## config.mk

```make
export PLATFORM = sky130hd
export DESIGN_NAME = ball_ctrl
export DESIGN_NICKNAME = d
export VERILOG_FILES = /design/src/rtl/ball_ctrl.sv
export SDC_FILE = /design/constraint.sdc
export NUM_CORES = 1
export LEC_CHECK = 0
export CELL_PAD_IN_SITES_DETAIL_PLACEMENT = 0
export CELL_PAD_IN_SITES_GLOBAL_PLACEMENT = 1
export CORE_MARGIN = 3
export CORE_UTILIZATION = 33
export DETAILED_ROUTE_END_ITERATION = 8
export GPL_ROUTABILITY_DRIVEN = 0
export GPL_TIMING_DRIVEN = 0
export PLACE_DENSITY_LB_ADDON = 0.05
export SLEW_MARGIN = 15
export SYNTH_ARGS = -nofsm -noshare
export SYNTH_HDL_FRONTEND = slang
export SYNTH_SLANG_ARGS = --single-unit
```

## constraint.sdc

```tcl
create_clock -name clk -period 3.2 [get_ports clk]
set_clock_uncertainty 0.15 [all_clocks]
set_input_delay 0.48 -clock clk [delete_from_list [all_inputs] [get_ports clk]]
set_output_delay 0.48 -clock clk [all_outputs]
set_load 0.005 [all_outputs]
```

## src/rtl/ball_ctrl.sv

```systemverilog
// rtl/ball_ctrl.sv - ball sequencer: erase, bounce, step, redraw, serve and lives
module ball_ctrl #(
  parameter int XMAX     = 159,
  parameter int YMAX     = 119,
  parameter int PADDLE_Y = 112,
  parameter int PADDLE_W = 16,
  parameter int LIVES    = 3
) (
  input  logic       clk,
  input  logic       resetn,
  input  logic       tick,
  input  logic       launch,
  input  logic [7:0] ball_x,
  input  logic [6:0] ball_y,
  input  logic [7:0] paddle_x,
  input  logic       brick_hit,
  input  logic       draw_ack,
  output logic       ball_en,
  output logic       x_du,
  output logic       y_du,
  output logic       ball_rst_n,
  output logic       draw_req,
  output logic       draw_erase,
  output logic [1:0] lives,
  output logic       game_over,
  output logic       tick_overrun
);

  localparam logic [7:0] XMAX_C   = 8'(XMAX);
  localparam logic [6:0] YMAX_C   = 7'(YMAX);
  localparam logic [6:0] BOUNCE_Y = 7'(PADDLE_Y - 1);
  localparam logic [8:0] PAD_SPAN = 9'(PADDLE_W - 1);
  localparam logic [1:0] LIVES_C  = 2'(LIVES);

  typedef enum logic [2:0] {
    S_SERVE,
    S_IDLE,
    S_ERASE,
    S_UPDATE,
    S_STEP,
    S_DRAW,
    S_LOST,
    S_OVER
  } state_t;

  state_t     state_q, state_d;
  logic       x_du_q, x_du_d;
  logic       y_du_q, y_du_d;
  logic       ball_en_q, ball_en_d;
  logic       ball_rst_n_q, ball_rst_n_d;
  logic       draw_req_q, draw_req_d;
  logic       draw_erase_q, draw_erase_d;
  logic [1:0] lives_q, lives_d;
  logic       game_over_q, game_over_d;
  logic       tick_overrun_q, tick_overrun_d;

  logic [8:0] pad_lo;
  logic [8:0] pad_hi;
  logic [8:0] bx9;
  logic       on_paddle;
  logic [1:0] lives_dec;

  // Paddle window compare done in 9 bits so a paddle near the right edge cannot wrap
  always_comb begin
    pad_lo    = {1'b0, paddle_x};
    pad_hi    = pad_lo + PAD_SPAN;
    bx9       = {1'b0, ball_x};
    on_paddle = (bx9 >= pad_lo) && (bx9 <= pad_hi);
    lives_dec = (lives_q == 2'd0) ? 2'd0 : (lives_q - 2'd1);
  end

  // Sequencer next-state and registered-output computation
  always_comb begin
    state_d        = state_q;
    x_du_d         = x_du_q;
    y_du_d         = y_du_q;
    ball_en_d      = 1'b0;
    ball_rst_n_d   = ball_rst_n_q;
    draw_req_d     = draw_req_q;
    draw_erase_d   = draw_erase_q;
    lives_d        = lives_q;
    game_over_d    = game_over_q;
    tick_overrun_d = tick_overrun_q | (tick && (state_q != S_IDLE));

    case (state_q)
      S_SERVE: begin
        ball_rst_n_d = 1'b0;
        draw_req_d   = 1'b0;
        if (launch) begin
          ball_rst_n_d = 1'b1;
          x_du_d       = 1'b1;
          y_du_d       = 1'b1;
          draw_req_d   = 1'b1;
          draw_erase_d = 1'b0;
          state_d      = S_DRAW;
        end
      end
      S_IDLE: begin
        if (tick) begin
          draw_req_d   = 1'b1;
          draw_erase_d = 1'b1;
          state_d      = S_ERASE;
        end
      end
      S_ERASE: begin
        if (draw_req_q && draw_ack) begin
          draw_req_d = 1'b0;
          state_d    = S_UPDATE;
        end
      end
      S_UPDATE: begin
        if (ball_x == 8'd0) begin
          x_du_d = 1'b1;
        end else if (ball_x >= XMAX_C) begin
          x_du_d = 1'b0;
        end
        state_d   = S_STEP;
        ball_en_d = 1'b1;
        // one y decision per frame: top wall, then paddle, then floor, then brick
        if (ball_y == 7'd0) begin
          y_du_d = 1'b1;
        end else if (y_du_q && (ball_y == BOUNCE_Y) && on_paddle) begin
          y_du_d = 1'b0;
        end else if (y_du_q && (ball_y >= YMAX_C)) begin
          state_d   = S_LOST;
          ball_en_d = 1'b0;
        end else if (brick_hit) begin
          y_du_d = ~y_du_q;
        end
      end
      S_STEP: begin
        draw_req_d   = 1'b1;
        draw_erase_d = 1'b0;
        state_d      = S_DRAW;
      end
      S_DRAW: begin
        if (draw_req_q && draw_ack) begin
          draw_req_d = 1'b0;
          state_d    = S_IDLE;
        end
      end
      S_LOST: begin
        lives_d      = lives_dec;
        ball_rst_n_d = 1'b0;
        if (lives_dec == 2'd0) begin
          game_over_d = 1'b1;
          state_d     = S_OVER;
        end else begin
          state_d = S_SERVE;
        end
      end
      S_OVER: begin
        draw_req_d = 1'b0;
      end
      default: begin
        state_d = S_SERVE;
      end
    endcase
  end

  // State and output registers with synchronous active-low reset
  always_ff @(posedge clk) begin
    if (!resetn) begin
      state_q        <= S_SERVE;
      x_du_q         <= 1'b1;
      y_du_q         <= 1'b1;
      ball_en_q      <= 1'b0;
      ball_rst_n_q   <= 1'b0;
      draw_req_q     <= 1'b0;
      draw_erase_q   <= 1'b0;
      lives_q        <= LIVES_C;
      game_over_q    <= 1'b0;
      tick_overrun_q <= 1'b0;
    end else begin
      state_q        <= state_d;
      x_du_q         <= x_du_d;
      y_du_q         <= y_du_d;
      ball_en_q      <= ball_en_d;
      ball_rst_n_q   <= ball_rst_n_d;
      draw_req_q     <= draw_req_d;
      draw_erase_q   <= draw_erase_d;
      lives_q        <= lives_d;
      game_over_q    <= game_over_d;
      tick_overrun_q <= tick_overrun_d;
    end
  end

  assign ball_en      = ball_en_q;
  assign x_du         = x_du_q;
  assign y_du         = y_du_q;
  assign ball_rst_n   = ball_rst_n_q;
  assign draw_req     = draw_req_q;
  assign draw_erase   = draw_erase_q;
  assign lives        = lives_q;
  assign game_over    = game_over_q;
  assign tick_overrun = tick_overrun_q;

endmodule

```

== After elaboration in Yosys (flattened, before gate mapping) ==
Index checks and enable logic that the tools add are counted.
Storage, ports and cells
  register bits after elaboration: 13
  input port bits: 29
  word-level logic and storage cells: 88
Cells by class
  add/sub/neg operators: 2
  order comparisons: 4
  equality and inequality tests: 17
  multiplexer cells: 29
  bitwise logic cells: 2
  reduce and logical (&&, ||, !) cells: 24
Operator list (number)
  one-hot mux 3 bit (7 select lines): 1
  2-to-1 mux 3 bit: 5
  2-to-1 mux 1 bit: 14
  equality test 3 bit, second input constant: 4
  adder 8 x 4 -> 9 bit, second input constant: 1
  <= comparator 8 x 9 -> 1 bit: 1
  AND reduction 3 bit: 3
  greater-or-equal comparator 8 bit: 1
  greater-or-equal comparator 8 bit, second input constant: 1
  logical NOT 8 bit: 1
  2-to-1 mux 2 bit: 4
  inequality test 2 bit, second input constant: 4
  inequality test 4 bit, second input constant: 2
  equality test 7 bit, second input constant: 1
  greater-or-equal comparator 7 bit, second input constant: 1
  logical NOT 7 bit: 1
  nonzero test 7 bit: 1
  equality test 3 x 2 -> 1 bit, second input constant: 2
  logical AND 1 bit: 6
  one-hot mux 1 bit (2 select lines): 3
  one-hot mux 1 bit (5 select lines): 1
  AND reduction 5 bit: 1
  nonzero test 5 bit: 1
  logical NOT 2 bit: 2
  other kinds (14): 16

== Depth between registers and ports, before layout ==
  word-level depth: 7
  depth in mapped cells: 12

== Worst setup path after synthesis ==
No wires, ideal clock.
  path kind: input -> register
  from: input port paddle_x[0]
  to: register y_du_q, in the netlist y_du
  library setup time: 0.117 ns
  arrival: 2.393 ns
  slack: 0.540 ns
  stages on the path: 12
  path buffers: 0
  cells stage by stage: inv_1 -> ha_1 -> nor3b_4 -> nor2_1 -> xnor2_1 -> ha_1 -> nand4_1 -> nor2_1 -> or3_1 -> o311ai_2 -> mux2i_1 -> o21ai_1
On the way
  cells in the longest elaborated chain, start to end: 7
  elaborated cells between the ends (all ways): 11
  those cells by class: add/sub: 1; order compare: 2; eq/ne: 2; mux: 3; reduce/logical: 3
RTL lines
  start: declaration: RTL line 15  | input logic [7:0] paddle_x,
  adder 8 x 4 -> 9 bit: RTL line 66  | pad_hi = pad_lo + PAD_SPAN;
  <= comparator 8 x 9 -> 1 bit: RTL line 68  | on_paddle = (bx9 >= pad_lo) && (bx9 <= pad_hi);
  logical AND 1 bit (*): RTL line 68
  logical AND 1 bit (*): RTL line 122  | end else if (y_du_q && (ball_y == BOUNCE_Y) && on_paddle) begin
  2-to-1 mux 1 bit: RTL line 122
  2-to-1 mux 1 bit: RTL line 120  | if (ball_y == 7'd0) begin
  one-hot mux 1 bit (2 select lines): RTL line 85  | case (state_q)
  end signal: assignment: RTL line 177  | y_du_q <= y_du_d;
  end: declaration: RTL line 48  | logic y_du_q, y_du_d;
Mark *: on every way between the ends. The rest lies on a longest branch, timed or not.
A chain may end at the register's enable or synchronous reset.

== Final worst setup path ==
  from: input port paddle_x[1]
  to: register y_du_q, in the netlist y_du
The elaborated chain is that of the path after synthesis.

==> flow_summary.json <==
{
  "cp-end-kind": "register",
  "avgSynthCellArea_um2": 7.77,
  "relSlewSlack": 0.646,
  "arrival_ns": 3.00,
  "yosysMostFrequentCell": "ha_1",
  "critical_path.cell_chain": "clkdlybuf4s50_1 > inv_2 > ha_4 > nor3b_4 > buf_4 > xnor2_1 > ha_1 > nand4_1 > nor2_1 > or3_1 > o311ai_2 > mux2i_1 > o21ai_1",
  "worst_hold_slack_ns": 0.318,
  "grt_max_degree": 11,
  "core_um2": 3470,
  "setup_viol": 0,
  "max_cap_viol_count": 0,
  "syn_area_um2": 1230,
  "nFillCells": 368,
  "synthArstFlopShare": 0,
  "clock_tree.root_cell": "clkbuf_8",
  "drive_gt1_frac": 0.0647,
  "wl_met1_um": 1460,
  "leakage_nw": 0.700,
  "diodes": 0,
  "dpl.hpwl_um": 2790,
  "cts_buffers": 3,
  "numClockSinks": 13,
  "clkSlewWorstSetupHoldPaths_ns": 0.06,
  "syn-num-nets": 204,
  "fmax_ghz": 0.331,
  "clock_path_buffers": 2,
  "p_per_area_nw_per_um2": 449,
  "initial_core_util": 0.354,
  "cts_tree": "yes",
  "ir_drop_uv": 129,
  "antenna_found_initial": 0,
  "tightest_slew_ns": 0.517,
  "dr_wl_met2_um": 1810,
  "synth-seq-area-share": 0.212,
  "row_count": 21,
  "drt-initial-drc-count": 112,
  "required_ns": 3.18,
  "worstSetupPathType": "primary input to register",
  "grt_usage": 0.163,
  "dieWidth_um": 67.0,
  "fin_crit_ns": 3.02,
  "synth_seq_cells": 13,
  "area_growth_syn_to_layout_pct": 41.5,
  "fin_area_um2": 1740,
  "highest_layer": "met4",
  "viasPerCell": 5.53,
  "drc_errors": 0,
  "rsz0062_at_grt": "no",
  "synth_edf_count": 0,
  "finalCritPeriodShare": 0.944,
  "wl_per_cell_um": 14.0,
  "ctsHoldBuffers": 0,
  "fp.dieH_um": 67.0,
  "yosys.cell_types.count": 43,
  "synth_top_area_share": 0.212,
  "io_pins": 39,
  "placed_area_um2": 1670,
  "drt-total-wl_um": 3450,
  "ys_warn_count": 0,
  "cp_slowest_stage_delay_ns": 0.44,
  "drt_first_pass_iters": 4,
  "cts_max_level": 1,
  "vias": 1367,
  "synthTopCellsByArea": "dfxtp_1 (21%), ha_1 (17%), nor2_1 (4.6%)",
  "first_global_vias": 1333,
  "worstPathMaxFanout": 3,
  "slowest_stage": "clkdlybuf4s50_1",
  "wl_met3_um": 114,
  "synth_cells": 158,
  "port_buffers": 38,
  "grt_pass1_wl_um": 5710,
  "overflow": 0,
  "start_kind": "primary input",
  "status": "complete, no violations",
  "layout.nets": 248,
  "synth_ff_type": "dfxtp_1",
  "drv_slew": 0,
  "hold_path.class": "register to register",
  "finalHoldViolCount": 0,
  "synth_top_cell_by_area": "dfxtp_1",
  "worstSkewPairLatency_ns": 0.25,
  "die_area_um2": 4490,
  "route.antenna.remaining_nets": 0,
  "synthTopCellsByCount": "ha_1 (17), nor2_1 (15), dfxtp_1 (13), inv_1 (13)"
}
-- worst max-delay path, delay by kind of cell --
| kind | cells | cell delay, ns |
|---|---|---|
| simple gates | 4 | 0.75 |
| buf+inv | 3 | 0.70 |
| fa+ha+maj | 2 | 0.43 |
| compound gates | 2 | 0.32 |
| mux | 1 | 0.22 |
| xor+xnor | 1 | 0.12 |
-- routing by layer --
layer,up-vias,global-route usage
met5,-,0
met1,634,0.175
li1,681,-
met2,43,0.317
met4,0,0.0709
met3,9,0.0135
-- layout by cell type (no fill, tap or decap), drive strengths merged, types with 2 or more instances in the layout --
cell            n
a2111oi         2
a21o            3
a21oi           8
a31oi           4
clkbuf          7
clkdlybuf4s50  37
dfxtp          13
ha             17
inv            13
nand2           8
nand2b          3
nand3           8
nand4           5
nor2           15
nor2b           2
nor3            4
nor3b           3
nor4            4
o211ai          3
o21ai           9
o22ai           2
o311ai          2
o31ai           2
or3             2
xnor2           6
-- where the power goes --
group | switching [mW] | internal [mW]
sequential | 0.0260 | 0.198
clock | 0.0646 | 0.0862
combinational | 0.214 | 0.192
total | 0.304 | 0.476
-- through the flow --
stage	setup TNS, ns	instances	util	worst slack (ns)	power [mW]
after floorplan	0	158	-	0.540	0.477
after global placement	-0.167	242	0.480	-0.167	0.623
after detailed placement	-0.195	242	0.480	-0.195	0.627
after CTS	0	246	0.494	0.0802	0.779
after global routing	0	247	0.501	0.0302	0.851
final	0	247	0.501	0.178	0.780
-- registers in the layout, indices dropped and copies added, names as in the netlist --
register / count
x_du: 1
y_du: 1
tick_overrun: 1
ball_rst_n: 1
draw_req: 1
ball_en: 1
lives: 2
draw_erase: 1
state_q: 3
game_over: 1
-- area by class of cell --
class	count	area [um^2]	share of cell area
Tap cell	46	57.6	0.0331
Buffer	4	15.0	0.00865
Sequential cell	13	260	0.150
Timing Repair Buffer	39	390	0.225
Inverter	13	48.8	0.0281
Clock buffer	3	41.3	0.0238
Clock inverter	1	5.00	0.00288
Multi-Input combinational cell	128	918	0.529
-- kinds of logic after synthesis --
family                     count (synthesis)  share of synthesized area
AOI/OAI and AO/OA                         45                      0.254
xor gates and xnor gates                   6                     0.0428
adders and majority gates                 17                      0.173
buffers and inverters                     17                     0.0520
DFF                                       13                      0.212
muxes                                      1                    0.00816
and+or+nand+nor                           59                      0.258
-- worst paths after layout --
kind | startpoint | end | slack [ns] | depth (start not counted)
setup / recovery | paddle_x[1] | y_du | 0.18 | 13
hold / removal | game_over | game_over | 0.32 | 2
setup reg to reg | state_q[0] | state_q[0] | 1.28 | 6
hold reg to reg | game_over | game_over | 0.32 | 2
-- what timing repair did --
item                                    4_1_cts  5_1_grt
setup buffers                                 0        1
endpoints found under the setup margin        0        1
gates resized for setup                       0        6
Power figures use the tool's default switching activity.
